**src/rtl/switch_toggle_ctrl.sv**
```systemverilog
// switch_toggle_ctrl: button synchroniser and debouncer, press-to-pulse converter, and
// auto-blink pulse generator that feeds the LED toggle FSM. It also tracks the LED state
// the FSM will hold and counts the pulses it has issued.
module switch_toggle_ctrl #(
    parameter int unsigned DEBOUNCE_CYCLES = 16,
    parameter int unsigned BLINK_PERIOD    = 32,
    parameter int unsigned PCNT_W          = 8
) (
    input  logic              clk,
    input  logic              rst_n,
    input  logic              btn_raw,
    input  logic              enable,
    input  logic              mode_sel,
    output logic              btn_clean,
    output logic              toggle_pulse,
    output logic              led_shadow,
    output logic [1:0]        state,
    output logic [PCNT_W-1:0] pulse_count
);

    localparam int unsigned DW = (DEBOUNCE_CYCLES > 1) ? $clog2(DEBOUNCE_CYCLES) : 1;
    localparam int unsigned BW = (BLINK_PERIOD > 1) ? $clog2(BLINK_PERIOD) : 1;

    localparam logic [DW-1:0] DCNT_LAST = DW'(DEBOUNCE_CYCLES - 1);
    localparam logic [BW-1:0] BCNT_LAST = BW'(BLINK_PERIOD - 1);

    typedef enum logic [1:0] {
        StIdle   = 2'b00,
        StManual = 2'b01,
        StBlink  = 2'b10
    } state_e;

    logic              s1_q, s2_q;
    logic              btn_clean_q, btn_clean_d;
    logic              btn_clean_dly_q;
    logic [DW-1:0]     dcnt_q, dcnt_d;
    logic [BW-1:0]     bcnt_q, bcnt_d;
    logic              toggle_pulse_q, toggle_pulse_d;
    logic              led_shadow_q, led_shadow_d;
    logic [PCNT_W-1:0] pulse_count_q, pulse_count_d;
    state_e            state_q, state_d;
    logic              rise;

    // Debouncer: btn_clean follows s2 only after DEBOUNCE_CYCLES consecutive disagreeing cycles.
    always_comb begin
        btn_clean_d = btn_clean_q;
        dcnt_d      = '0;
        if (s2_q != btn_clean_q) begin
            if (dcnt_q == DCNT_LAST) begin
                btn_clean_d = s2_q;
            end else begin
                dcnt_d = dcnt_q + DW'(1);
            end
        end
    end

    assign rise = btn_clean_q & ~btn_clean_dly_q;

    // Controller next state: enable dominates, then mode_sel picks manual or blink.
    always_comb begin
        state_d = StIdle;
        if (enable) begin
            state_d = mode_sel ? StBlink : StManual;
        end
    end

    // Pulse generation is keyed on the next state, so a rise on entry to MANUAL is honoured
    // and one on exit is dropped; blink counting restarts from zero on every entry.
    always_comb begin
        bcnt_d         = '0;
        toggle_pulse_d = 1'b0;
        unique case (state_d)
            StIdle: begin
                toggle_pulse_d = 1'b0;
            end
            StManual: begin
                toggle_pulse_d = rise;
            end
            StBlink: begin
                if (state_q == StBlink) begin
                    if (bcnt_q == BCNT_LAST) begin
                        toggle_pulse_d = 1'b1;
                    end else begin
                        bcnt_d = bcnt_q + BW'(1);
                    end
                end
            end
            default: begin
                toggle_pulse_d = 1'b0;
            end
        endcase
        // A blink pulse followed by a press right after switching to MANUAL must not
        // produce back-to-back requests to the LED FSM.
        if (toggle_pulse_q) begin
            toggle_pulse_d = 1'b0;
        end
    end

    // Bookkeeping updates on the same edge that raises toggle_pulse.
    always_comb begin
        led_shadow_d  = led_shadow_q;
        pulse_count_d = pulse_count_q;
        if (toggle_pulse_d) begin
            led_shadow_d  = ~led_shadow_q;
            pulse_count_d = pulse_count_q + PCNT_W'(1);
        end
    end

    // All state registers; asynchronous reset clears everything without emitting a pulse.
    always_ff @(posedge clk or negedge rst_n) begin
        if (!rst_n) begin
            s1_q            <= 1'b0;
            s2_q            <= 1'b0;
            btn_clean_q     <= 1'b0;
            btn_clean_dly_q <= 1'b0;
            dcnt_q          <= '0;
            bcnt_q          <= '0;
            toggle_pulse_q  <= 1'b0;
            led_shadow_q    <= 1'b0;
            pulse_count_q   <= '0;
            state_q         <= StIdle;
        end else begin
            s1_q            <= btn_raw;
            s2_q            <= s1_q;
            btn_clean_q     <= btn_clean_d;
            btn_clean_dly_q <= btn_clean_q;
            dcnt_q          <= dcnt_d;
            bcnt_q          <= bcnt_d;
            toggle_pulse_q  <= toggle_pulse_d;
            led_shadow_q    <= led_shadow_d;
            pulse_count_q   <= pulse_count_d;
            state_q         <= state_d;
        end
    end

    assign btn_clean    = btn_clean_q;
    assign toggle_pulse = toggle_pulse_q;
    assign led_shadow   = led_shadow_q;
    assign state        = state_q;
    assign pulse_count  = pulse_count_q;

endmodule

```
**config.mk**
```make
export PLATFORM = sky130hd
export DESIGN_NAME = switch_toggle_ctrl
export DESIGN_NICKNAME = d
export VERILOG_FILES = /design/src/rtl/switch_toggle_ctrl.sv
export SDC_FILE = /design/constraint.sdc
export NUM_CORES = 1
export LEC_CHECK = 0
export CAP_MARGIN = 20
export CORE_MARGIN = 2
export CORE_UTILIZATION = 45
export CTS_CLUSTER_SIZE = 30
export DETAILED_ROUTE_END_ITERATION = 8
export GPL_TIMING_DRIVEN = 1
export PLACE_DENSITY_LB_ADDON = 0.25
export SYNTH_ARGS = -nofsm -noshare
export SYNTH_HDL_FRONTEND = slang
export SYNTH_SLANG_ARGS = --single-unit
```
**constraint.sdc**
```tcl
create_clock -name clk -period 4.69 [get_ports clk]
set_input_delay 0.469 -clock clk [delete_from_list [all_inputs] [get_ports clk]]
set_output_delay 0.469 -clock clk [all_outputs]
set_load 0.02 [all_outputs]
```
-- Yosys cells after proc, flatten, opt, wreduce, memory -nomap -nowiden
Index checks and enable logic that the tools add are counted.
- register bits: 25
- output and inout bits: 13
- add/sub/neg operators: 3
- eq/ne operators: 6
- multiplexer cells: 11
- bitwise operators: 3
- reduce and logical (&&, ||, !) cells: 1
- operator list (cell ; count):
    $mux 5 ; 3
    $add 8x1->8 const B ; 1
    $mux 4 ; 2
    $add 5x1->5 const B ; 1
    $eq 5x5->1 const B ; 1
    $add 4x1->4 const B ; 1
    $eq 2x2->1 const B ; 2
    $eq 4x4->1 const B ; 1
    $mux 2 ; 2
    $mux 1 ; 3
    $eq 2x1->1 const B ; 1
    $not 1->1 ; 2
    $pmux 1 s2 ; 1
    $reduce_and 2->1 ; 1
    $and 1x1->1 ; 1
    $ne 1x1->1 ; 1

-- Longest topological paths before layout
Gate-level depths: netlist of run 1.
- word-level depth: 5
- mapped depth: 7

-- Worst setup path after synthesis of run 1
OpenSTA, ideal clock, no wires.
- path kind: register to register
- start point: reg bcnt_q[0]
- end point: reg pulse_count_q[1], in the netlist pulse_count[1]
- data arrival time: 1589 ps
- required time: 4565 ps
- path slack: 2976 ps
- stages on the path, launching flop included: 7
- path buffers: 1
- period minus slack after synthesis: 1714 ps
- cell sequence: dfrtp_1 > ha_1 > and3_1 > ha_1 > a32o_2 > buf_6 > mux2_4
- cells in the longest elaborated chain, start to end: 5
- ends and longest elaborated chain (item ; RTL line ; RTL):
    from (decl) ; 37 ; logic [BW-1:0] bcnt_q, bcnt_d;
    from (signal assigned) ; 128 ; bcnt_q <= bcnt_d;
    $eq 5x5->1 ; 81 ; if (bcnt_q == BCNT_LAST) begin
    $mux 1 ; 81 ;
    $mux 1 ; 80 ; if (state_q == StBlink) begin
    $pmux 1 s2 ; 72 ; unique case (state_d)
    $mux 1 ; 94 ; if (toggle_pulse_q) begin
    via toggle_pulse_d ; 38 ; logic toggle_pulse_q, toggle_pulse_d;
    to (signal assigned) ; 131 ; pulse_count_q <= pulse_count_d;
    to (decl) ; 40 ; logic [PCNT_W-1:0] pulse_count_q, pulse_count_d;
The timed path passes the listed nets, and every way through them passes these cells.
A chain may end at the register's enable or synchronous reset.

-- Worst setup path after layout of run 1
- start point: reg pulse_count_q[0], in the netlist pulse_count[0]
- end point: out pulse_count[0]
- RTL lines (item ; RTL line ; RTL):
    to (decl) ; 18 ; output logic [PCNT_W-1:0] pulse_count
No word-level cell between the ends.

==> out/metrics.yaml, run 1 <==
fp.dieH_um: 51.4
synth_area_um2: 1010
startpoint: "pulse_count[0]"
path_cells: "clkdlybuf4s50_1"
cts_resized: 0
path_depth: 1
comb_power_share: 0.056
setup.worst_path.end_class: "primary output"
io_pins: 18
rsz0062_at_grt: "false"
hold_viol_final: 0
grtUsageTotal: 0.143
slew_viol_final: 0
gp_congestion: 0.732
yosys-top-cells-area: "dfrtp_1 62%, xnor2_1 7.8%, ha_1 5.0%"
grt_max_degree: 26
endpoint: "pulse_count[0]"
cp-start-kind: "flop"
whs_ns: 0.366
diodes: 0
cts-buffers-inserted: 3
seqPwrFrac: 0.670
sw_frac_of_total: 0.215
leakagePower_nw: 0.589
period_needed_ns: 1.90
core_area_um2: 2170
hp-class: "reg -> reg"
overflow: 0
path_clk_slew_ns: 0.13
synthCells: 75
ys_types: 23
clockBufferDepth: 2
tightest_slew_ns: 0.549
drt_iter0_markers: 5
synth_top_cell_by_area: "dfrtp_1"
crit_path_max_incr_delay_ns: 0.65
yosys_warnings: 0
htreeDepth: 1
cts.sinks: 25
r2r-end: "pulse_count[1]"
power_frac_clock: 0.273
postCtsHoldBufs: 0
grt_pass1_vias: 639
fin_cells: 124
hpwlAfterDp_um: 1050
first_pass_iters: 3
outcome: "completed"
cts-root-buf: "clkbuf_4"
synth-edff-count: 0
layout_setup_ws_ns: 2.79
required_ns: 4.22
crit_family: "buffers and inverters"
r2r_cells: 5
worst_path_max_delay_cell: "clkdlybuf4s50_1"
drive_gt1_frac: 0.125
regToRegSetupSlack_ns: 2.92
postRouteAntennaNets: 0
ys_top_cells_by_count: "25 x dfrtp_1, 9 x xnor2_1, 5 x nand4_1"
fin_nets: 106
ys_seq_area_frac: 0.620
post-place-ws_ns: 2.71
area_delta_synth_final_pct: 23.4
routed_wirelength_um: 1490
setup_violations: 0
r2r_start: "bcnt_q[0]"
start_util: 0.465
port_buffers: 17
cellPowerDensity_nw_per_um2: 267
yosysTopAreaCellShare: 0.620
cts_tree: "done"
die_area_um2: 2640
fin_util: 0.574
antenna_found_initial: 0
path_class: "reg -> out"
clock.fmax_ghz: 0.528
syn-num-nets: 84
internal_power_uw: 261
n_fill_cell: 197
post-synth-top-count-cell: "dfrtp_1"
placed_cells: 119
viasPerCell: 4.81
worst-path-buf-inv: 1
grt_pass1_wl_um: 2780
switching_power_uw: 71.3
cp_max_fo: 6
wire_per_inst_um: 12.0
insertion_delay_ns: 0.31
rows: 17
avgSynthCellArea_um2: 13.5
finalClockSkew_ns: 0.00478
die_w_um: 51.4
cts_setup_buffers: 0
drc: 0
drv_cap: 0
relSlewSlack: 0.633
synth-main-ff-cell: "dfrtp_1"
fin_tns_setup_ns: 0
via_count: 596
synth_seq_cells: 25
critical_path_arrival_ns: 1.43
peakVddDrop_mv: 0.153
finalCritPeriodShare: 0.404
async_flop_share: 1.00
worst min path at each step:
stage               startpoint   endpoint  slack [ns]  cells past startpoint
floorplan                rst_n  bcnt_q[0]        0.17                      0
global placement          s1_q       s2_q        0.33                      0
detailed placement        s1_q       s2_q        0.34                      0
CTS                       s1_q       s2_q        0.37                      0
global route              s1_q       s2_q        0.39                      0
finish                    s1_q       s2_q        0.37                      0
per-layer routing:
| layer | vias up | track usage | wire length, µm |
|---|---|---|---|
| met5 | - | 0 | 0 |
| met4 | 0 | 0.0658 | 13 |
| met3 | 2 | 0.0409 | 48 |
| met2 | 8 | 0.222 | 687 |
| met1 | 284 | 0.184 | 742 |
| li1 | 302 | - | - |
per-stage QoR:
stage | total power [mW] | cell area [µm²]
4_1_cts | 0.336 | 1230
6_report | 0.332 | 1250
5_1_grt | 0.350 | 1250
3_5_place_dp | 0.245 | 1200
3_3_place_gp | 0.244 | 1200
2_1_floorplan | 0.234 | 1010
power by group through the flow:
stage               Combinational [mW]  Clock [mW]  Sequential [mW]
finish                          0.0188      0.0908            0.223
global route                    0.0222       0.104            0.224
CTS                             0.0179      0.0957            0.223
detailed placement              0.0178           0            0.227
global placement                0.0176           0            0.227
floorplan                      0.00588           0            0.228
cell usage in the layout, fill, tap and decap left out, drive strengths merged:
cell type | Yosys | layout
dfrtp | 25 | 25
clkdlybuf4s50 | 0 | 17
xnor2 | 9 | 9
nand4 | 5 | 5
nor2 | 4 | 4
ha | 4 | 4
and3 | 3 | 3
xor2 | 3 | 3
and2 | 3 | 3
clkbuf | 0 | 3
nand3 | 2 | 2
nor3b | 2 | 2
inv | 2 | 2
a21oi | 2 | 2
mux2 | 2 | 2
and2b | 1 | 1
and4b | 1 | 1
or2b | 1 | 1
nor2b | 1 | 1
a32o | 1 | 1
o21ai | 1 | 1
nand4b | 1 | 1
nand2 | 1 | 1
clkinv | 0 | 1
buf | 1 | 1
registers in the layout (all words and copies together) (netlist names):
register	cells
toggle_pulse	1
btn_clean_dly_q	1
pulse_count	8
s1_q	1
bcnt_q	5
state	2
btn_clean	1
dcnt_q	4
s2_q	1
led_shadow	1
cell families after synthesis:
logic type / synth area share
buf+inv: 0.0186
xor+xnor: 0.104
flops: 0.620
compound gates: 0.0260
fa+ha+maj: 0.0496
mux: 0.0260
simple gates: 0.156
area by class of cell:
cell class / count / area [µm²] / area share
Clock buffer: 3 / 22.5 / 0.0181
Clock inverter: 1 / 5.00 / 0.00402
Inverter: 2 / 7.51 / 0.00602
Multi-Input combinational cell: 47 / 365 / 0.293
Sequential cell: 25 / 626 / 0.502
Tap cell: 28 / 35.0 / 0.0281
Timing Repair Buffer: 18 / 185 / 0.149
worst reg2reg max path, delay by kind of cell, from the launching register on:
| kind | cells | cell delay [ns] |
|---|---|---|
| flops | 1 | 0.41 |
| simple gates | 1 | 0.19 |
| fa+ha+maj | 2 | 0.43 |
| mux | 1 | 0.31 |
| compound gates | 1 | 0.33 |
Note: power is estimated with default switching activity, not from simulation.
==> run 2, diff against run 1 <==
==> constraint.sdc (replaced) <==
create_clock -name clk -period 1.7 [get_ports clk]
set_input_delay 0.17 -clock clk [delete_from_list [all_inputs] [get_ports clk]]
set_output_delay 0.17 -clock clk [all_outputs]
set_load 0.02 [all_outputs]
==> run 2 against run 1 <==
  * Cell count rose by 2.4%
  * Clock skew rose by 0.00081 ns
  * First-iteration DRC count rose by 80%
  * Global-route usage barely moved
  * Via count rose by 5.0%
==> out/metrics.yaml, run 2 (synthesis gave the netlist of run 1 again) <==
tightest_slew_ns: 0.372
fin_util: 0.592
grt_pass1_wl_um: 2740
clockBufferDepth: 2
hold_viol_final: 0
insertion_delay_ns: 0.31
cts.sinks: 25
htreeDepth: 1
cts_tree: "done"
grt_pass1_vias: 627
fin_nets: 109
rsz0062_at_grt: "false"
path_clk_slew_ns: 0.13
antenna_found_initial: 0
gp_congestion: 0.745
peakVddDrop_mv: 0.501
first_pass_iters: 4
power_uw: 916
cts-buffers-inserted: 3
drc: 0
path_class: "reg -> reg"
diodes: 0
cellPowerDensity_nw_per_um2: 714
via_count: 626
critical_path_arrival_ns: 1.86
cts-root-buf: "clkbuf_4"
finalCritPeriodShare: 0.969
wire_per_inst_um: 13.2
port_buffers: 17
outcome: "completed"
overflow: 0
clock.fmax_ghz: 0.607
routed_wirelength_um: 1680
grtUsageTotal: 0.143
fp.dieH_um: 51.4
start_util: 0.465
die_area_um2: 2640
final_area_um2: 1280
hp-class: "in -> async"
layout_common_cells: "25 x dfrtp_1, 17 x clkdlybuf4s50_1, 9 x xnor2_1, 5 x nand4_1, 4 x nor2_1"
period_needed_ns: 1.65
die_w_um: 51.4
whs_ns: 0.206
largest_reg_flops: 8
cp-start-kind: "flop"
rows: 17
cp_max_fo: 5
fin_tns_setup_ns: 0
io_pins: 18
required_ns: 1.91
finalClockSkew_ns: 0.00559
layout_commonest_cell: "dfrtp_1"
grt_max_degree: 26
area_delta_synth_final_pct: 27.1
slew_viol_final: 0
leakagePower_nw: 0.591
viasPerCell: 4.93
setup.worst_path.end_class: "flop"
relSlewSlack: 0.750
hpwlAfterDp_um: 1160
drt_iter0_markers: 9
core_area_um2: 2170
postRouteAntennaNets: 0
drive_gt1_frac: 0.172
drv_cap: 0
setup_violations: 0
dpl_cell_area_um2: 1220
[run 2: cell count changes in the layout (fill, tap and decap cells not counted)]
cell and change:
ha_2 +1, ha_4 +1, ha_1 -2, a32o_1 +1, buf_4 +3, and3_4 +1
and3_1 -1, buf_8 -1
[run 2: routing by layer]
| metal | vias up | track usage | wire (µm) |
|---|---|---|---|
| li1 | 309 | - | - |
| met1 | 301 | 0.193 | 847 |
| met2 | 14 | 0.214 | 736 |
| met3 | 2 | 0.0556 | 80 |
| met4 | 0 | 0.0395 | 13 |
| met5 | - | 0 | 0 |
[run 2: critical path, stage by stage (launching register included)]
cell,delay [ns]
dfrtp_1,0.41
ha_2,0.20
and3_4,0.18
ha_4,0.16
a32o_2,0.30
mux2_4,0.30
[run 2: path summary, 6_finish.rpt]
check,startpoint,to,slack [ns],cells after the start
worst max-delay path,bcnt_q[0],pulse_count[1],0.05,5
worst min-delay path,rst_n,state[1],0.21,2
worst max register to register,bcnt_q[0],pulse_count[1],0.05,5
worst min register to register,s1_q,s2_q,0.38,0
max in group asynchronous,rst_n,pulse_count[7],1.26,2
min in group clk,btn_raw,s1_q,0.29,1
[run 2: stage by stage]
step	cells	setup WS (ns)
after floorplan	75	0.0142
after global placement	121	0.0346
after detailed placement	121	-0.00262
after CTS	125	0.00846
after global routing	127	0.0121
final	127	0.0519
[run 2: where the power goes]
| part | leakage, nW | switching (mW) | total (mW) | internal [mW] |
|---|---|---|---|---|
| clock network | 0.0177 | 0.162 | 0.250 | 0.0878 |
| logic | 0.233 | 0.0264 | 0.0520 | 0.0256 |
| registers | 0.340 | 0.00847 | 0.614 | 0.606 |
| total | 0.591 | 0.197 | 0.916 | 0.719 |
[run 2: layout make-up]
type | instances | area [µm²]
Clock buffer | 3 | 22.5
Inverter | 2 | 7.51
Clock inverter | 1 | 5.00
Sequential cell | 25 | 626
Multi-Input combinational cell | 48 | 395
Fill cell | 201 | 886
Tap cell | 28 | 35.0
Timing Repair Buffer | 20 | 193
[run 2: repair_timing]
action                     4_1_cts  5_1_grt
resized for setup                1        2
hold endpoints to repair         0        0
hold buffers                     0        0
setup endpoints to repair        1        5
pin swaps                        1        2
gates cloned                     0        1
buffers inserted                 0        1
